===== config.mk =====
export PLATFORM = sky130hd
export DESIGN_NAME = mac_conv_sequencer
export DESIGN_NICKNAME = d
export VERILOG_FILES = /design/src/rtl/mac_conv_sequencer.sv
export SDC_FILE = /design/constraint.sdc
export NUM_CORES = 1
export LEC_CHECK = 0
export CAP_MARGIN = 25
export CORE_MARGIN = 2
export CORE_UTILIZATION = 53
export CTS_CLUSTER_SIZE = 40
export DETAILED_ROUTE_END_ITERATION = 8
export GPL_TIMING_DRIVEN = 0
export PLACE_DENSITY = 0.95
export SYNTH_ARGS = -nofsm -noshare
export SYNTH_HDL_FRONTEND = slang
export SYNTH_SLANG_ARGS = --single-unit

===== constraint.sdc =====
create_clock -name i_clk -period 6.7 [get_ports i_clk]
set_input_delay 0.67 -clock i_clk [delete_from_list [all_inputs] [get_ports i_clk]]
set_output_delay 0.67 -clock i_clk [all_outputs]
set_load 0.01 [all_outputs]

===== src/rtl/mac_conv_sequencer.sv =====
// Sequences one MAC unit through kernel-memory loads and K x K two-row convolution jobs.
// Optional feature: define MAC_SEQ_RELU_EN to clamp each signed 16-bit result half at zero.
module mac_conv_sequencer #(
  parameter int KMAX = 5,
  parameter int AW   = 12
) (
  input  logic          i_clk,
  input  logic          i_rst_n,
  input  logic          i_ld_start,
  input  logic [AW-1:0] i_ld_base,
  input  logic [AW-1:0] i_ld_len,
  input  logic          i_ld_valid,
  input  logic [15:0]   i_ld_data,
  output logic          o_ld_ready,
  output logic          o_ld_done,
  input  logic          i_job_start,
  input  logic [2:0]    i_cfg_ksize,
  input  logic [AW-1:0] i_cfg_kbase,
  input  logic [AW-1:0] i_cfg_bias_addr,
  output logic          o_busy,
  output logic          o_cfg_err,
  output logic [2:0]    o_px_row,
  output logic [2:0]    o_px_col,
  output logic [AW-1:0] o_kern_addr,
  output logic [15:0]   o_kern_give_data,
  output logic          o_kern_input_mode,
  output logic          o_kern_accept,
  output logic          o_init_buffer,
  output logic          o_mac_start,
  output logic          o_mac_start_with_bias,
  output logic          o_conv_row,
  input  logic          i_mac_work,
  input  logic [31:0]   i_result_px,
  output logic          o_res_valid,
  output logic [31:0]   o_res_data
);

  typedef enum logic [2:0] {
    S_IDLE,
    S_LD_ENTER,
    S_LD_STREAM,
    S_LD_EXIT,
    S_BIAS_ISSUE,
    S_OP_ISSUE,
    S_OP_WAIT,
    S_RESULT
  } state_t;

  state_t        r_state;
  state_t        w_state_nx;

  logic [AW-1:0] r_cnt;
  logic [AW-1:0] r_ld_base;
  logic [AW-1:0] r_ld_len;
  logic [2:0]    r_k;
  logic [AW-1:0] r_kbase;
  logic [AW-1:0] r_bias_addr;
  logic [4:0]    r_tap;
  logic [4:0]    r_last_tap;
  logic [2:0]    r_kx;
  logic [2:0]    r_ky;
  logic          r_row;
  logic          r_bias_phase;
  logic [31:0]   r_res_data;

  logic          w_job_ok;
  logic          w_ld_last;
  logic          w_last_op;
  logic [4:0]    w_kk;
  logic [AW-1:0] w_op_addr;
  logic [31:0]   w_res_next;

  assign w_job_ok  = (i_cfg_ksize != 3'd0) && (int'(i_cfg_ksize) <= KMAX);
  assign w_ld_last = (r_cnt == (r_ld_len - AW'(1)));
  assign w_last_op = (r_tap == r_last_tap) && r_row;
  assign w_kk      = {2'b00, i_cfg_ksize} * {2'b00, i_cfg_ksize};
  assign w_op_addr = r_kbase + AW'(r_tap);

`ifdef MAC_SEQ_RELU_EN
  assign w_res_next = {(i_result_px[31] ? 16'h0000 : i_result_px[31:16]),
                       (i_result_px[15] ? 16'h0000 : i_result_px[15:0])};
`else
  assign w_res_next = i_result_px;
`endif

  assign o_res_data = r_res_data;

  always_ff @(posedge i_clk or negedge i_rst_n) begin
    if (!i_rst_n) r_state <= S_IDLE;
    else          r_state <= w_state_nx;
  end

  always_comb begin
    w_state_nx            = r_state;
    o_ld_ready            = 1'b0;
    o_ld_done             = 1'b0;
    o_busy                = (r_state != S_IDLE);
    o_cfg_err             = 1'b0;
    o_px_row              = 3'd0;
    o_px_col              = 3'd0;
    o_kern_addr           = '0;
    o_kern_give_data      = 16'h0000;
    o_kern_input_mode     = 1'b0;
    o_kern_accept         = 1'b0;
    o_init_buffer         = 1'b0;
    o_mac_start           = 1'b0;
    o_mac_start_with_bias = 1'b0;
    o_conv_row            = 1'b0;
    o_res_valid           = 1'b0;
    case (r_state)
      S_IDLE: begin
        // A load request wins over a simultaneous job request
        if (i_ld_start) begin
          w_state_nx = (i_ld_len == '0) ? S_LD_EXIT : S_LD_ENTER;
        end else if (i_job_start) begin
          if (w_job_ok) w_state_nx = S_BIAS_ISSUE;
          else          o_cfg_err  = 1'b1;
        end
      end
      S_LD_ENTER: begin
        o_kern_input_mode = 1'b1;
        w_state_nx        = S_LD_STREAM;
      end
      S_LD_STREAM: begin
        o_kern_input_mode = 1'b1;
        o_ld_ready        = 1'b1;
        o_kern_accept     = i_ld_valid;
        o_kern_addr       = r_ld_base + r_cnt;
        o_kern_give_data  = i_ld_data;
        if (i_ld_valid && w_ld_last) w_state_nx = S_LD_EXIT;
      end
      S_LD_EXIT: begin
        if (!i_mac_work) begin
          o_ld_done  = 1'b1;
          w_state_nx = S_IDLE;
        end
      end
      S_BIAS_ISSUE: begin
        o_kern_addr   = r_bias_addr;
        o_init_buffer = 1'b1;
        w_state_nx    = S_OP_WAIT;
      end
      S_OP_ISSUE: begin
        o_kern_addr           = w_op_addr;
        o_px_row              = r_ky + {2'b00, r_row};
        o_px_col              = r_kx;
        o_conv_row            = r_row;
        o_mac_start_with_bias = (r_tap == 5'd0) && !r_row;
        o_mac_start           = !((r_tap == 5'd0) && !r_row);
        w_state_nx            = S_OP_WAIT;
      end
      S_OP_WAIT: begin
        if (r_bias_phase) begin
          o_kern_addr = r_bias_addr;
        end else begin
          o_kern_addr = w_op_addr;
          o_px_row    = r_ky + {2'b00, r_row};
          o_px_col    = r_kx;
          o_conv_row  = r_row;
        end
        // A MAC that skips a zero weight never raises work, so a low first cycle is a completion
        if (!i_mac_work) begin
          if (!r_bias_phase && w_last_op) w_state_nx = S_RESULT;
          else                            w_state_nx = S_OP_ISSUE;
        end
      end
      S_RESULT: begin
        o_res_valid = 1'b1;
        w_state_nx  = S_IDLE;
      end
      default: w_state_nx = S_IDLE;
    endcase
  end

  always_ff @(posedge i_clk or negedge i_rst_n) begin
    if (!i_rst_n) begin
      r_cnt        <= '0;
      r_ld_base    <= '0;
      r_ld_len     <= '0;
      r_k          <= 3'd0;
      r_kbase      <= '0;
      r_bias_addr  <= '0;
      r_tap        <= 5'd0;
      r_last_tap   <= 5'd0;
      r_kx         <= 3'd0;
      r_ky         <= 3'd0;
      r_row        <= 1'b0;
      r_bias_phase <= 1'b0;
      r_res_data   <= 32'h0;
    end else begin
      case (r_state)
        S_IDLE: begin
          r_cnt <= '0;
          if (i_ld_start) begin
            r_ld_base <= i_ld_base;
            r_ld_len  <= i_ld_len;
          end else if (i_job_start && w_job_ok) begin
            r_k          <= i_cfg_ksize;
            r_kbase      <= i_cfg_kbase;
            r_bias_addr  <= i_cfg_bias_addr;
            r_last_tap   <= w_kk - 5'd1;
            r_tap        <= 5'd0;
            r_kx         <= 3'd0;
            r_ky         <= 3'd0;
            r_row        <= 1'b0;
            r_bias_phase <= 1'b1;
          end
        end
        S_LD_STREAM: begin
          if (i_ld_valid) r_cnt <= r_cnt + AW'(1);
        end
        S_OP_WAIT: begin
          // Each tap runs row 0 then row 1 before the kernel position advances
          if (!i_mac_work) begin
            if (r_bias_phase) begin
              r_bias_phase <= 1'b0;
            end else if (w_last_op) begin
              r_res_data <= w_res_next;
            end else if (!r_row) begin
              r_row <= 1'b1;
            end else begin
              r_row <= 1'b0;
              r_tap <= r_tap + 5'd1;
              if (r_kx == (r_k - 3'd1)) begin
                r_kx <= 3'd0;
                r_ky <= r_ky + 3'd1;
              end else begin
                r_kx <= r_kx + 3'd1;
              end
            end
          end
        end
        default: ;
      endcase
    end
  end

endmodule


# Word-level counts from Yosys, hierarchy flattened
# Index checks and enable logic that the tools add are counted.
[op_classes]
multipliers = 1
shifts = 0
addsub = 10
n_reduce_logical = 27
bitwise = 3
div_mod_pow = 0
eq_ne = 22
magnitude_cmp = 1
muxes = 65
[ops]
columns = ["cell", "n"]
rows = [
  ["3-bit two-way mux", 20],
  ["12-bit one-hot mux with 4 select lines", 1],
  ["5-bit two-way mux", 6],
  ["12-bit two-way mux", 2],
  ["12-bit one-hot mux with 2 select lines", 1],
  ["3-bit one-hot mux with 2 select lines", 4],
  ["1-bit two-way mux", 23],
  ["3-bit one-hot mux with 7 select lines", 1],
  ["2-bit inequality test (second input constant)", 10],
  ["16-bit two-way mux", 1],
  ["12-bit by 1-bit adder with 12-bit output (second input constant)", 1],
  ["12-bit adder", 1],
  ["12-bit by 5-bit adder with 12-bit output", 1],
  ["12-bit equality test", 1],
  ["3-bit equality test (second input constant)", 4],
  ["12-bit logical NOT", 1],
  ["12-bit by 1-bit subtractor with 12-bit output (second input constant)", 1],
  ["5-bit one-hot mux with 2 select lines", 1],
  ["4-bit AND reduction", 2],
  ["8-bit AND reduction", 1],
  ["7-bit AND reduction", 1],
  ["3-bit by 1-bit adder with 3-bit output (second input constant)", 2],
  ["3-bit by 2-bit equality test with 1-bit output (second input constant)", 2],
  ["1-bit logical AND", 6],
  ["23 further kinds", 35],
]
[word_totals]
inputBits = 105
n_memories = 0
register_bits = 116
ramBits = 0
wordCells = 143
latchBits = 0
romBits = 0
output_inout_bits = 77

# Logic depth before layout (Yosys ltp)
[logic_depth]
depth_word = 8
mapped_depth = 9
depth_no_buf = 9

# Least setup slack after synthesis
# No wires, ideal clock.
[synth_path]
path_kind = "register to output"
from = "register r_tap[0]"
to = "output port o_kern_addr[10]"
t_arrival_ns = 2.089
stages_incl_launch_ff = 10
slack_ns = 3.941
path_buffers = 0
required_ns = 6.030
path_cell_list = "dfrtp_1 > ha_1 > inv_1 > fa_1 > nor2b_1 > o21ai_0 > a21boi_0 > o2111ai_1 > xor2_1 > o221ai_1"
[synth_via]
elab_chain_len = 3
[synth_lines]
columns = ["item", "line", "source"]
rows = [
  ["from (decl)", "58", "logic [4:0] r_tap;"],
  ["from (signal assigned)", "223", "r_tap <= r_tap + 5'd1;"],
  ["12-bit by 5-bit adder with 12-bit output *", "77", "assign w_op_addr = r_kbase + AW'(r_tap);"],
  ["12-bit two-way mux", "153", "if (r_bias_phase) begin"],
  ["12-bit one-hot mux with 4 select lines *", "110", "case (r_state)"],
  ["to (decl)", "24", "output logic [AW-1:0] o_kern_addr,"],
]
# Mark *: on every way between the ends. The rest lies on a longest branch, timed or not.

# Final worst setup path
# Ends and elaborated chain as after synthesis.

==> flow_summary_export.csv <==
group,metric,value,unit
setup_path,cp.depth,10,
synth,ys_warn_count,0,
layout,mostFrequentLayoutCells,"clkdlybuf4s50_1, dfrtp_1, nand2_1, mux2_2, o21ai_0",
setup_path,max_stage_delay,0.58,ns
synth,synth_area,0.006535,mm^2
layout,antenna-diode-count,0,
placed_design,gp_congestion,0.9081,
layout,post-route-util,0.7641,
floorplan,dieArea,0.01323,mm^2
layout,areaGrowthSynthToFinish,40.44,%
timing,setup_slack,2.470,ns
global_routing,grt_pass1_vias,5961,
routing,routed_wl,18440,um
power_and_ir_drop,total_power,3767,uW
clock_network,tritoncts,"built",
global_routing,grtUsageTotal,0.2844,
setup_path,cp.arrival,3.56,ns
clock_network,cts_made_buffers,17,
floorplan,rows,40,
timing,fin_crit,4.230,ns
placed_design,dp_hpwl,13360,um
floorplan,die_h,115.0,um
layout,multi_input_comb_area,0.003432,mm^2
power_and_ir_drop,p_switching,1347,uW
power_and_ir_drop,cellPowerDensity,410.4,mW/mm^2
power_and_ir_drop,p_leak,0.004043,uW
timing,slew-limit-headroom,0.3275,
timing,fin_crit_sh,0.6313,
routing,drtIter0Drc,517,
synth,synth-main-ff-cell,"dfrtp_1",
floorplan,start_util,0.5441,
layout,drive_above_1_share,0.1250,
synth,synth_cell_types,65,
clock_network,htree_levels,4,
global_routing,grt_pass1_wl,28830,um
hold_path,worstHoldPathType,"input pin to asynchronous set/reset pin",
power_and_ir_drop,ir_worst_vdd,0.2694,mV
synth,synth-seq-cells,115,
placed_design,pre_cts_slack,3.208,ns
setup_path,cp-startpoint,"r_tap[0]$_DFFE_PN0P_",
setup_path,critPathSlowestCell,"clkdlybuf4s50_1",
synth,yosys.area.top_type,"dfrtp_1",
layout,seqCellArea,0.002878,mm^2
synth,syn_inst,667,
placed_design,port_buffers,179,
global_routing,overflow,0,
setup_path,required,6.03,ns
power_and_ir_drop,power_frac_comb,0.429,
layout,fillers,777,
clock_network,clock-sinks,115,
floorplan,fp.dieW,115.0,um
setup_path,r2r-start,"r_tap[1]$_DFFE_PN0P_",
timing,worst_slew_pin_slew,1.007,ns
power_and_ir_drop,clock_power_share,0.258,
routing,firstDrtPassIters,7,
routing,drc_errors,0,
synth,synth_top_area_share,0.4404,
timing,setup_viol,0,
synth,syn-num-nets,800,
setup_path,critPathMaxFanout,8,
setup_path,crit_buf_inv,2,
clock_network,cts_resized,0,
clock_network,path_clk_slew,0.05,ns
flow_run,drv_cap,0,
global_routing,antenna_found_initial,0,
run_status,status,"finished clean",
timing,report.final.slew_viol_count,0,
global_routing,grt_max_degree,44,
setup_path,crit_family,"compound AO/OA/AOI/OAI gates",
floorplan,ios,182,
synth,synth_seq_area_share,0.4404,
synth,synth-edff-count,0,
synth,async_flop_share,1.000,
layout,final_area,0.009178,mm^2
clock_network,cts_buffer_depth,2,
placed_design,placedInstanceArea,0.008548,mm^2
routing,ant_nets,0,
clock_network,clock_latency,0.42,ns
synth,synth_area_leaders,"dfrtp_1, mux2_2, nand2_1",
timing,rsz0062_at_grt,"no",
power_and_ir_drop,seqPwrFrac,0.313,
routing,wl_per_cell,17.95,um
synth,avgSynthCellArea,9.798,um^2
timing,max_freq,0.2364,GHz
clock_network,post_cts_buffers,0,
routing,routed-via-count,5907,
timing,finalSetupTns,0,ns
setup_path,r2r_cells,6,
routing,viasPerCell,5.752,
clock_network,ctsRootBufferMaster,"clkbuf_16",
setup_path,critPathCaptureType,"output port",
floorplan,core-area,0.01201,mm^2
layout,layout_commonest_cell,"clkdlybuf4s50_1",
timing,skew,0.009324,ns
setup_path,path_class,"flip-flop to output port",
setup_path,crit_chain,"ha_1, inv_1, fa_1, nor2b_1, o21ai_0, a21boi_0, o2111ai_1, xor2_1, o221ai_1, clkdlybuf4s50_1",
power_and_ir_drop,switching_share,0.3575,
setup_path,startpoint_type,"flip-flop",
timing,finalHoldViolCount,0,
clock_network,hold_buffers,0,
layout,nNetsFinal,1000,
power_and_ir_drop,internal_power,2420,uW
-- registers in the layout, indices dropped and copies added (netlist names), 3 cells and up --
| signal | flops |
|---|---|
| r_tap | 5 |
| r_kbase | 12 |
| r_cnt | 12 |
| r_ld_len | 12 |
| r_state | 3 |
| r_ky | 3 |
| r_kx | 3 |
| r_bias_addr | 12 |
| r_ld_base | 12 |
| r_k | 3 |
| r_last_tap | 4 |
| o_res_data | 32 |
-- cell usage after synthesis, types with 2 or more instances --
cell and n:
xor2_1 22, mux2_2 57, a21boi_0 3, nor4_1 4, a21oi_1 20, nand4_1 6
and3_1 7, nand2_1 112, a22oi_1 5, a22o_1 3, nand3_1 8, inv_1 22
buf_6 3, o21a_1 3, and2_1 24, nor2_1 36, buf_2 8, nor3_1 16
or3_1 11, fa_1 2, xnor2_1 22, a21o_1 6, o21ai_0 42, dfrtp_1 115
and3b_1 2, nand2b_1 5, o31ai_1 5, mux2i_1 3, o221ai_1 4, o21ai_1 2
o41ai_1 2, a211oi_1 4, a31oi_1 4, ha_1 26, o2111ai_1 2, clkbuf_1 17
nor2b_1 3, nand3b_1 4
-- through the flow --
step	hold WS [ns]	cells
global placement	0.4587	993
CTS	0.1925	1027
global route	0.2165	1027
detailed placement	0.4658	995
floorplan	0.3744	667
finish	0.1851	1027
-- routing by layer --
metal,global-route usage,wire length (um),vias to the layer above
met1,0.3283,7167,2836
met5,0,0,-
met2,0.4831,9041,300
li1,-,-,2729
met3,0.1002,1751,42
met4,0.1173,477,0
-- kinds of logic after synthesis --
family                     after synthesis  share of synthesized area
and+or+nand+nor                        249                     0.1838
AOI/OAI and AO/OA                      118                     0.1183
DFF                                    115                     0.4404
muxes                                   61                     0.1045
buffers and inverters                   51                    0.03446
xor gates and xnor gates                45                    0.06261
adders and majority gates               28                    0.05591
-- path summary, 6_finish.rpt --
| check | end | slack, ns |
|---|---|---|
| hold / removal | o_res_data[5]$_DFFE_PN0P_ | 0.19 |
| setup / recovery | o_kern_addr[10] | 2.47 |
| setup reg to reg | o_res_data[14]$_DFFE_PN0P_ | 3.98 |
| hold reg to reg | r_bias_addr[9]$_DFFE_PN0P_ | 0.49 |
| min in group i_clk | r_bias_addr[9]$_DFFE_PN0P_ | 0.49 |
| max in group asynchronous | r_ld_len[3]$_DFFE_PN0P_ | 5.65 |
-- cell type report --
cell class / instances / share of cell area
Buffer: 28 / 0.01500
Clock buffer: 23 / 0.05208
Clock inverter: 9 / 0.01650
Inverter: 23 / 0.009543
Multi-Input combinational cell: 501 / 0.3740
Sequential cell: 115 / 0.3136
Tap cell: 147 / 0.02004
Timing Repair Buffer: 181 / 0.1993
-- power by group through the flow --
stage               clock (uW)  sequential, uW  combinational [uW]
floorplan                    0            1130                 956
global placement             0            1160                1540
detailed placement           0            1170                1590
CTS                        980            1170                1610
global route              1010            1200                1760
finish                     972            1180                1620
(Power assumes the default switching activity.)
==> RTL change 1 (config.mk and constraints unchanged) <==
Change the parameter `AW` from 12 to 13.
--- a/src/rtl/mac_conv_sequencer.sv
+++ b/src/rtl/mac_conv_sequencer.sv
@@ -2,7 +2,7 @@
 // Optional feature: define MAC_SEQ_RELU_EN to clamp each signed 16-bit result half at zero.
 module mac_conv_sequencer #(
   parameter int KMAX = 5,
-  parameter int AW   = 12
+  parameter int AW   = 13
 ) (
   input  logic          i_clk,
   input  logic          i_rst_n,
Interface: changed (5 resized); port bits go from 182 to 187. The function was not compared with the original's and may differ.
==> RTL change 1 against the original RTL <==
Power increased by 3.1%; sequential cell count increased by 5; hold slack got worse by 0.10 ns; routed wire length increased by 6.4%; critical path depth decreased by 1; synthesized area increased by 5.0%; worst setup slack improved by 0.085 ns; design area increased by 3.3%.
==> RTL change 1: results <==
metrics = {
    "outcome": {
        "outcome": "complete, no violations",
    },
    "route": {
        "wl_per_cell_um": 18.26,
        "via_count": 6173,
        "first_pass_iters": 6,
        "drt_iter0_markers": 481,
    },
    "cells_and_area": {
        "layout-drive-gt1-share": 0.1164,
        "finalNonFillerCells": 1074,
    },
    "synth": {
        "synth_common_cells": "123 x nand2_1, 120 x dfrtp_1, 57 x mux2_2",
        "synth_compound_area_frac": 0.1087,
        "synth_cell_types": 67,
        "ys_seq_area_frac": 0.4376,
        "syn_avg_cell_area_um2": 9.975,
        "synth_area_leaders": "dfrtp_1 44%, mux2_2 9.4%, nand2_1 6.7%, ha_1 4.9%, xor2_1 3.8%",
        "synth_fa_ha_area_frac": 0.05652,
        "synthMuxAreaShare": 0.1056,
    },
    "critical_path": {
        "slowest_delay_ns": 0.64,
        "crit_arrival_ns": 3.48,
    },
    "grt": {
        "grt_pass1_wl_mm": 31.51,
        "grt_max_degree": 102,
        "grt_pass1_vias": 6377,
        "grt.total_usage": 0.2889,
    },
    "pwr": {
        "clkPwrFrac": 0.215,
        "p_sw_frac": 0.3714,
        "leakage_nw": 4.264,
    },
    "place": {
        "io_buffer_count": 184,
        "dpl.cell_count": 1045,
    },
    "timing": {
        "worst_slew_pin_slew_ns": 0.8459,
    },
}
-- RTL change 1: cell count changes after synthesis, moves of 5 or more --
cell	before	now
o21ai_0	42	33
nor3_1	16	8
and2_1	24	7
nand2_1	112	123
xor2_1	22	30
nand3_1	8	15
dfrtp_1	115	120
xnor2_1	22	27
inv_1	22	16
o21a_1	3	9
and3_1	7	24
or3_1	11	3
-- RTL change 1: final cells by class --
cell class	instances	area (um2)
sequential	120	3003
tap	172	215.2
clock inverter	4	45.04
inverter	17	63.81
timing repair buffer	185	1871
buffer	29	156.4
clock buffer	25	485.5
fill	874	3141
multi-input combinational	522	3640
-- RTL change 1: routing by layer --
layer	GRT usage	wire (um)	vias to the layer above
li1	-	-	2829
met1	0.3245	7494	2991
met2	0.4847	9541	311
met3	0.1139	2008	42
met4	0.1303	565	0
met5	0	0	-
-- RTL change 1: per-stage QoR --
stage	area (um2)	worst slack [ns]
final	9479	2.555
after floorplan	6863	3.803
after CTS	9479	2.520
after global routing	9479	2.395
after global placement	8920	0.4222
after detailed placement	8949	3.020
-- RTL change 1: final timing paths --
check / cells after the start / startpoint / endpoint / slack (ns)
worst min register to register: 2 / r_bias_addr[3]$_DFFE_PN0P_ / r_bias_addr[3]$_DFFE_PN0P_ / 0.49
worst max-delay path: 9 / r_cnt[0]$_DFFE_PN0P_ / o_kern_addr[12] / 2.55
worst min-delay path: 1 / i_rst_n / r_kx[2]$_DFFE_PN0P_ / 0.08
max in group asynchronous: 2 / i_rst_n / r_cnt[9]$_DFFE_PN0P_ / 5.87
worst max register to register: 7 / r_state[1]$_DFFE_PN0P_ / r_bias_addr[0]$_DFFE_PN0P_ / 4.13
min in group i_clk: 2 / r_bias_addr[3]$_DFFE_PN0P_ / r_bias_addr[3]$_DFFE_PN0P_ / 0.49
==> RTL change 2 (config.mk and constraints unchanged) <==
Without the edit above. The 8 states of `state_t` get a one-hot encoding in 8 bits.
--- a/src/rtl/mac_conv_sequencer.sv
+++ b/src/rtl/mac_conv_sequencer.sv
@@ -35,15 +35,15 @@
   output logic [31:0]   o_res_data
 );
 
-  typedef enum logic [2:0] {
-    S_IDLE,
-    S_LD_ENTER,
-    S_LD_STREAM,
-    S_LD_EXIT,
-    S_BIAS_ISSUE,
-    S_OP_ISSUE,
-    S_OP_WAIT,
-    S_RESULT
+  typedef enum logic [7:0] {
+    S_IDLE       = 8'b00000001,
+    S_LD_ENTER   = 8'b00000010,
+    S_LD_STREAM  = 8'b00000100,
+    S_LD_EXIT    = 8'b00001000,
+    S_BIAS_ISSUE = 8'b00010000,
+    S_OP_ISSUE   = 8'b00100000,
+    S_OP_WAIT    = 8'b01000000,
+    S_RESULT     = 8'b10000000
   } state_t;
 
   state_t        r_state;
Behaviour: no difference found for any inputs over 4 cycles, from zero or initial values and one cycle with i_rst_n low; so few cycles prove little.
==> RTL change 2 against the original RTL <==
Routed wire length increased by 3.0%; worst setup slack worse by 0.29 ns; design area increased by 3.0%; hold slack improved by 0.015 ns; highest routed layer unchanged; combinational power fell by 35%; fmax down 6.4%; non-clock buffer count shrank 4; synthesized cell count increased by 2.7%; sequential cell count up 5; synthesized area rose by 3.5%; critical path depth is 2 lower; power down 17%; first-iteration DRC count down 3.3%.
==> RTL change 2: results <==
metrics = {
    "outcome": {
        "outcome": "complete, no violations",
    },
    "place": {
        "hpwl_mm": 13.84,
        "place.gp.congestion": 0.9105,
        "dpl-instance-area_um2": 8811,
        "io_buffer_count": 180,
    },
    "synth": {
        "syn-num-nets": 818,
        "synth_common_cells": "119 x dfrtp_1, 112 x nand2_1, 58 x mux2_2",
        "synth_cell_types": 61,
        "syn_avg_cell_area_um2": 9.876,
    },
    "critical_path": {
        "crit_slowest_cell": "or4_4",
        "critical_path_peak_fanout": 10,
        "cp_top_family": "simple AND/OR/NAND/NOR gates",
    },
    "route": {
        "met2_length_mm": 9.327,
        "drt_iter0_markers": 500,
        "first_pass_iters": 5,
        "wl_per_cell_um": 17.74,
        "met1_length_mm": 7.298,
    },
    "grt": {
        "met3_usage": 0.08033,
        "grt.total_usage": 0.2863,
        "grt_pass1_vias": 6140,
        "grt_pass1_wl_mm": 29.76,
    },
    "cells_and_area": {
        "layout-drive-gt1-share": 0.1314,
        "multi_input_comb_area_um2": 3525,
        "final_net_count": 1018,
    },
    "timing": {
        "holdWs_ns": 0.2000,
        "finClkSkew_ns": 0.008540,
        "slew_headroom": 0.5671,
        "min_period_over_period": 0.6748,
    },
    "pwr": {
        "leakage_nw": 4.255,
        "p_sw_w": 0.001030,
        "peakVddDrop_uv": 194.3,
    },
}
RTL change 2: worst paths after layout:
kind	to	depth (start not counted)	startpoint
setup / recovery	o_kern_addr[3]	8	r_state[1]$_DFFE_PN0P_
hold / removal	o_res_data[25]$_DFFE_PN0P_	1	i_rst_n
setup reg to reg	o_res_data[19]$_DFFE_PN0P_	6	r_state[1]$_DFFE_PN0P_
hold reg to reg	r_bias_addr[2]$_DFFE_PN0P_	2	r_bias_addr[2]$_DFFE_PN0P_
max in group asynchronous	r_state[0]$_DFFE_PN1P_	2	i_rst_n
min in group i_clk	r_bias_addr[2]$_DFFE_PN0P_	2	r_bias_addr[2]$_DFFE_PN0P_
RTL change 2: cells by family (layout without fill, tap and decap cells):
group | Yosys count | count (layout) | share of synthesized area
AOI/OAI and AO/OA | 120 | 120 | 0.1154
xor gates and xnor gates | 44 | 44 | 0.05696
adders and majority gates | 28 | 28 | 0.05400
buffers and inverters | 50 | 263 | 0.03496
DFF | 120 | 120 | 0.4441
muxes | 60 | 60 | 0.09950
and+or+nand+nor | 263 | 263 | 0.1951
RTL change 2: power by group through the flow:
stage	combinational, W	sequential [W]	clock, W
2_1_floorplan	0.000705	0.00105	0
3_3_place_gp	0.000995	0.00109	0
3_5_place_dp	0.00103	0.00109	0
4_1_cts	0.00106	0.00109	0.000996
5_1_grt	0.00116	0.00111	0.00103
6_report	0.00106	0.00110	0.000985
RTL change 2: area by class of cell:
| class | count | area share |
|---|---|---|
| clock inverters | 8 | 0.01482 |
| inverters | 26 | 0.01099 |
| multi-input cells | 515 | 0.3729 |
| clock buffers | 24 | 0.05308 |
| flip-flops and latches | 120 | 0.3178 |
| well taps | 172 | 0.02277 |
| plain buffers | 24 | 0.01403 |
| repair buffers | 181 | 0.1936 |
